File: src/rtl/alu_issue_ctrl.sv
// alu_issue_ctrl: takes operation requests on a valid/ready port and drives them
// to a fixed-latency clocked ALU as instruction words. It follows each instruction
// through the ALU pipeline, captures the result into an in-order FIFO and returns
// it on a valid/ready response port. Credits bound the number of outstanding
// operations so that the FIFO can never overflow.
module alu_issue_ctrl #(
   parameter int DATA_W      = 32,
   parameter int OP_W        = 3,
   parameter int ALU_LATENCY = 1,
   parameter int DEPTH       = 4
) (
   input  logic                         clock,
   input  logic                         reset_n,
   input  logic                         req_valid,
   output logic                         req_ready,
   input  logic [DATA_W-1:0]            req_a,
   input  logic [DATA_W-1:0]            req_b,
   input  logic [OP_W-1:0]              req_opcode,
   output logic                         iw_valid,
   output logic [DATA_W-1:0]            iw_a,
   output logic [DATA_W-1:0]            iw_b,
   output logic [OP_W-1:0]              iw_opcode,
   input  logic [DATA_W-1:0]            alu_result,
   output logic                         rsp_valid,
   input  logic                         rsp_ready,
   output logic [DATA_W-1:0]            rsp_result,
   output logic [$clog2(DEPTH+1)-1:0]   outstanding
);

   localparam int CNT_W = $clog2(DEPTH + 1);
   localparam int PTR_W = $clog2(DEPTH);

   logic                 req_fire;
   logic                 rsp_fire;
   logic                 wr_en;
   logic                 fifo_empty;
   logic                 fifo_full;
   logic [ALU_LATENCY:0] inflight;
   logic [PTR_W:0]       wr_ptr;
   logic [PTR_W:0]       rd_ptr;
   logic [DATA_W-1:0]    fifo_mem [DEPTH];

   // Credit check uses registered state only; held low while reset is asserted.
   assign req_ready  = reset_n && (outstanding < CNT_W'(DEPTH));
   assign req_fire   = req_valid && req_ready;

   // Pointers carry one extra wrap bit to tell full from empty.
   assign fifo_empty = (wr_ptr == rd_ptr);
   assign fifo_full  = (wr_ptr[PTR_W] != rd_ptr[PTR_W]) &&
                       (wr_ptr[PTR_W-1:0] == rd_ptr[PTR_W-1:0]);
   assign rsp_valid  = !fifo_empty;
   assign rsp_fire   = rsp_valid && rsp_ready;
   assign rsp_result = rsp_valid ? fifo_mem[rd_ptr[PTR_W-1:0]] : '0;

   // The oldest stage of the in-flight tracker marks the cycle the ALU result is valid.
   assign wr_en      = inflight[ALU_LATENCY];

   // Register an accepted request as the instruction word; fields hold otherwise.
   always_ff @(posedge clock or negedge reset_n) begin
      if (!reset_n) begin
         iw_valid  <= 1'b0;
         iw_a      <= '0;
         iw_b      <= '0;
         iw_opcode <= '0;
      end else begin
         iw_valid <= req_fire;
         if (req_fire) begin
            iw_a      <= req_a;
            iw_b      <= req_b;
            iw_opcode <= req_opcode;
         end
      end
   end

   // Shift the issue marker along the ALU pipeline; stage 0 mirrors iw_valid.
   always_ff @(posedge clock or negedge reset_n) begin
      if (!reset_n) begin
         inflight <= '0;
      end else begin
         inflight <= {inflight[ALU_LATENCY-1:0], req_fire};
      end
   end

   // Capture the ALU result into the FIFO storage when its instruction completes.
   always_ff @(posedge clock) begin
      if (wr_en) begin
         fifo_mem[wr_ptr[PTR_W-1:0]] <= alu_result;
      end
   end

   // Advance the FIFO pointers on result capture and on response handshake.
   always_ff @(posedge clock or negedge reset_n) begin
      if (!reset_n) begin
         wr_ptr <= '0;
         rd_ptr <= '0;
      end else begin
         if (wr_en) begin
            wr_ptr <= wr_ptr + (PTR_W+1)'(1);
         end
         if (rsp_fire) begin
            rd_ptr <= rd_ptr + (PTR_W+1)'(1);
         end
      end
   end

   // Count operations from request handshake until response handshake.
   always_ff @(posedge clock or negedge reset_n) begin
      if (!reset_n) begin
         outstanding <= '0;
      end else begin
         case ({req_fire, rsp_fire})
            2'b10:   outstanding <= outstanding + CNT_W'(1);
            2'b01:   outstanding <= outstanding - CNT_W'(1);
            default: outstanding <= outstanding;
         endcase
      end
   end

   // Credit gating must make a write into a full FIFO impossible.
   assert property (@(posedge clock) disable iff (!reset_n) !(wr_en && fifo_full));

endmodule

File: config.mk
export PLATFORM = sky130hd
export DESIGN_NAME = alu_issue_ctrl
export DESIGN_NICKNAME = d
export VERILOG_FILES = /design/src/rtl/alu_issue_ctrl.sv
export SDC_FILE = /design/constraint.sdc
export NUM_CORES = 1
export LEC_CHECK = 0
export ABC_CLOCK_PERIOD_IN_PS = 6140
export CORE_MARGIN = 5
export CORE_UTILIZATION = 45
export CTS_CLUSTER_SIZE = 20
export DETAILED_ROUTE_END_ITERATION = 7
export PLACE_DENSITY = 0.76
export SETUP_SLACK_MARGIN = 0.4
export SYNTH_ARGS = -nofsm -noshare
export SYNTH_HDL_FRONTEND = slang
export SYNTH_SLANG_ARGS = --single-unit
File: constraint.sdc
create_clock -name clock -period 6.14 [get_ports clock]
set_input_delay 1.535 -clock clock [delete_from_list [all_inputs] [get_ports clock]]
set_output_delay 1.535 -clock clock [all_outputs]
set_load 0.1 [all_outputs]
# After elaboration in Yosys (flattened, before gate mapping)
# Memories as Yosys holds them, arrays and structs flattened.
# Index checks and enable logic that the tools add are counted.
[totals]
elab_cells = 26
n_memories = 1
ff_bits = 79
out_inout_bits = 105
ram_bits = 128
[mem_list]
columns = ["memory", "words", "word_bits", "rd", "rd_clocked_by_memory_dff", "wr", "line_no", "rtl"]
rows = [
  ["fifo_mem", 4, 32, 1, 0, 1, "41", "logic [DATA_W-1:0] fifo_mem [DEPTH];"],
]
[op_classes]
n_reduce_logical = 5
magnitude_cmp = 1
eq_ne = 3
add_sub_neg = 4
mux = 4
[ops]
columns = ["op", "n"]
rows = [
  ["$mux 32", 1],
  ["$add 3x1->3 const B", 3],
  ["$pmux 3 s2", 1],
  ["$eq 3x3->1", 1],
  ["$logic_and 1x1->1", 3],
  ["$lt 3x3->1 const B", 1],
  ["$sub 3x1->3 const B", 1],
  ["$eq 2x1->1 const B", 1],
  ["$eq 2x2->1 const B", 1],
  ["$mux 1", 2],
  ["$reduce_bool 2->1", 1],
  ["$logic_not 1->1", 1],
]

# Logic depth before layout (Yosys ltp)
[logic_depth]
ltp_word = 5
depth_mapped = 10
depth_no_buf = 9

# Worst setup path after synthesis
# Ideal clock, no wire load.
[synth_path]
kind = "flip-flop to output port"
start = "reg rd_ptr[1]"
end = "out rsp_result[10]"
path_slack_ps = 2208
t_required_ps = 4605
stages_incl_launch_ff = 6
arrival_time_ps = 2397
n_path_buf = 2
cell_sequence = "dfrtp_1 -> buf_2 -> xor2_1 -> nor3_4 -> buf_2 -> nor2b_1"
[synth_via]
elab_chain_cells = 2
elab_cells_between_ends = 3
cone_classes = "eq/ne: 1; mux: 1; memory: 1"
[synth_rtl]
columns = ["element", "line_no", "rtl"]
rows = [
  ["from (decl)", "40", "logic [PTR_W:0] rd_ptr;"],
  ["from (signal assigned)", "101", "rd_ptr <= rd_ptr + (PTR_W+1)'(1);"],
  ["$mem_v2 4x32 / $eq 3x3->1 (equally long branches)", "-", ""],
  ["$mux 32 *", "53", "assign rsp_result = rsp_valid ? fifo_mem[rd_ptr[PTR_W-1:0]] : '0;"],
  ["to (decl)", "26", "output logic [DATA_W-1:0] rsp_result,"],
]
# Mark *: on every way between the ends. The rest lies on a longest branch, timed or not.

# Worst setup path after layout
[layout_path]
start = "reg rd_ptr[1]"
end = "out rsp_result[31]"
# The elaborated chain is that of the path after synthesis.

==> results.txt <==
- Max-slew headroom: 30.7%
* # setup viols final: 0
- Leaving out filler cells and counting taps, the final layout contains 858.
* Combined area of all synthesized cells: 7960 sq um
* Cell depth of the worst hold path: 0
- R2r worst-path depth: 9
- Gr ovfl total: 0
- In the final timing run, aggregate negative setup slack is 0 ns.
- The region available for standard cell placement spans 17400 sq um.
* Required arrival time at the worst endpoint: 4.61 ns
* Post-CTS resize count: 0
* Number of global-route vias before repair: 5134
- Cts-stage hold buffer count: 0
* Clock transition at the register clock pins on the worst setup and hold paths after CTS: 0.06 ns
* Prevailing post-synth register cell: edfxtp_1
- In this run the horizontal extent of the chip is around 140 um.
* Detailed-route DRC error count: 0
- Clock network latency to the later pin of the worst-skew pair: 0.49 ns
- Timing analysis after detailed placement gives a worst setup slack of 1.57 ns.
- Counting every instance in the synthesized netlist gives between 300 and 400.
- Initial core utilization: ~46%
- Final hold analysis gives a worst-case slack of 0.386 ns.
- Average via count per standard cell: approximately 5.1
- Yosys attributes the largest share of cell area to edfxtp_1, dfrtp_1, mux2_2.
* Quantity of I/O buffers inserted on ports: 207
- Layout Skew: 0.00669 ns
- Buffers inserted during clock tree synthesis total 22.
- Counting along the longest clock path gives a buffer depth of 3.
- When the netlist entered floorplanning its net count stood at 509.
- Cell with the most instances after synthesis: edfxtp_1
* Root buffer cell: clkbuf_16
* Proportion of layout cells with a drive suffix above 1: 23.3%
- Number of warnings reported in the yosys synthesis log: 0
- Count of placed standard cells including taps: 817
- The area growth from synthesis to layout is 37.5%.
- RePlAce Congestion: just over 0.7
* Worst Setup Path Type: flop to primary output
- H-tree depth: 1
- Detailed placer's ending HPWL: 11700 um
* Class of the worst hold path: flop to flop
- A synthesized cell averages 20.0 sq um.
- Setup repair after global routing missed its margin: no
* DRT antenna net count: 0
* DRC marker count from the first detailed-route iteration: ~210
- edfxtp_1 takes more of the synthesized area than any other cell.
* Worst setup margin: approximately 1.1 ns
- Unique cell type count in the Yosys netlist: 28
- The first global-routing pass estimated 27500 um of wire.
- Min Clock Period, post-route: ~5.1 ns
- Transition time of the tightest slew-check pin: 1.04 ns
- The worst setup path is launched from a flop.
- The first TritonRoute pass finished after 4 iterations.
- Yosys mapped a number of flops with a built-in enable equal to 128.
- For this design, the sink count on the clock tree is between 200 and 250.
* Final Routed Wirelength: 17500 um
- Synthesis inferred 206 register bits.
- The number of failing hold endpoints at the final stage came to 0.
- Global routing used 17.3% of the available tracks.
- Final-stage net count: 726
- Fraction of registers with async set or reset after synthesis: 37.9%
* Fraction of post-synthesis cell area in the top cell type by area: 48.3%
- The max-slew violation total from the final report is 0.
- Maximum number of pins on one net before global-route repair: 79
- Cell types with the highest counts after synthesis: edfxtp_1, dfrtp_1, mux2_2
- CP Max Fanout: 36
- Data arrival time of the critical path: ~3.5 ns
* Final clock period utilization by the worst path: 82.3%
- The worst setup path is captured at a primary output.
- I/O pins: about 210
- In the final routed layout, each cell accounts on average for 20.4 um.
* Post-CTS Setup Bufs: 0
* Standard-cell rows: 48
- Run status: finished, final reports clean
* MaxCap Viol Count: 0
- Seq/Total Area, Yosys: 72.8%
- Timing would allow up to approximately 200 MHz.
- Across all layers, the routed design uses 4356 vias.
- Antenna violations before repair: 2
* Vertical die dimension: about 140 um
- CTS tree: built
- The floorplan step defined a die boundary enclosing 20500 sq um.
## final cells by class
type / count / area [sq um]
fill: 1216 / 6410
clock inverter: 12 / 131
tap: 225 / 282
clock buffer: 28 / 594
timing repair buffer: 211 / 2090
inverter: 8 / 30.0
multi-input combinational: 167 / 2010
sequential: 206 / 5800
antenna: 1 / 2.50
## per-stage QoR
step | utilization [%] | area, sq um
2_1_floorplan | - | 7960
3_3_place_gp | 58.9 | 10200
3_5_place_dp | 58.9 | 10200
4_1_cts | 63.0 | 10900
5_1_grt | 63.1 | 10900
6_report | 63.1 | 10900
## cell families (layout without fill, tap and decap cells)
family                   Yosys count  count (layout)  synth area share (%)
other                              0               1                     0
XOR/XNOR                          10              10                  1.29
adder cells (fa/ha/maj)            7               7                  1.19
multiplexers                     100             100                  18.7
AO/OA/AOI/OAI                      6               6                 0.519
buffers and inverters             26             259                  1.98
AND/OR/NAND/NOR                   44              44                  3.57
flip-flops                       206             206                  72.8
## critical path, cell delays in order (launching register included)
cell and delay [ns]:
dfrtp_2 0.94, xor2_1 0.39, nor3_4 0.04, buf_4 0.25
nor2b_1 0.22, clkdlybuf4s50_1 1.16
## cells in the final DEF (no fill, tap or decap), types with 2 or more instances in the layout
master             n
o21ai_0            2
ha_1               6
nor2b_1           32
clkinv_1           5
mux4_2            32
bufinv_16          3
dfrtp_2            2
inv_1              8
xor2_2             2
and2_2             4
mux2_2            67
clkbuf_16         23
xor2_1             5
edfxtp_1         128
clkbuf_1           5
clkinv_2           3
clkdlybuf4s50_1  204
buf_4              7
dfrtp_1           76
xnor2_1            3
## final timing paths
kind,from,slack (ns),to
min in group asynchronous,reset_n,1.31,iw_a[18]
worst min-delay path,inflight[0],0.39,inflight[1]
worst max register to register,rd_ptr[1],3.42,outstanding[2]
worst max-delay path,rd_ptr[1],1.09,rsp_result[31]
worst min register to register,inflight[0],0.39,inflight[1]
max in group asynchronous,reset_n,4.13,rd_ptr[1]
## flip-flops by register name, indices dropped and copies added (netlist names)
signal,count
fifo_mem,128
iw_a,32
iw_b,32
iw_opcode,3
outstanding,3
rd_ptr,3
wr_ptr,3
inflight,2
## metal layers
layer / track usage [%] / share of wire (%) / vias to the layer above
met3: 8.00 / 11 / 30
met2: 29.4 / 49 / 183
met4: 4.40 / 2.0 / 2
li1: - / - / 1944
met1: 20.1 / 38 / 2197
met5: 0 / 0.074 / -
Power is left out: the tool's default activity adds up to more than one toggle a clock period on the data nets, which glitch-free logic cannot reach.
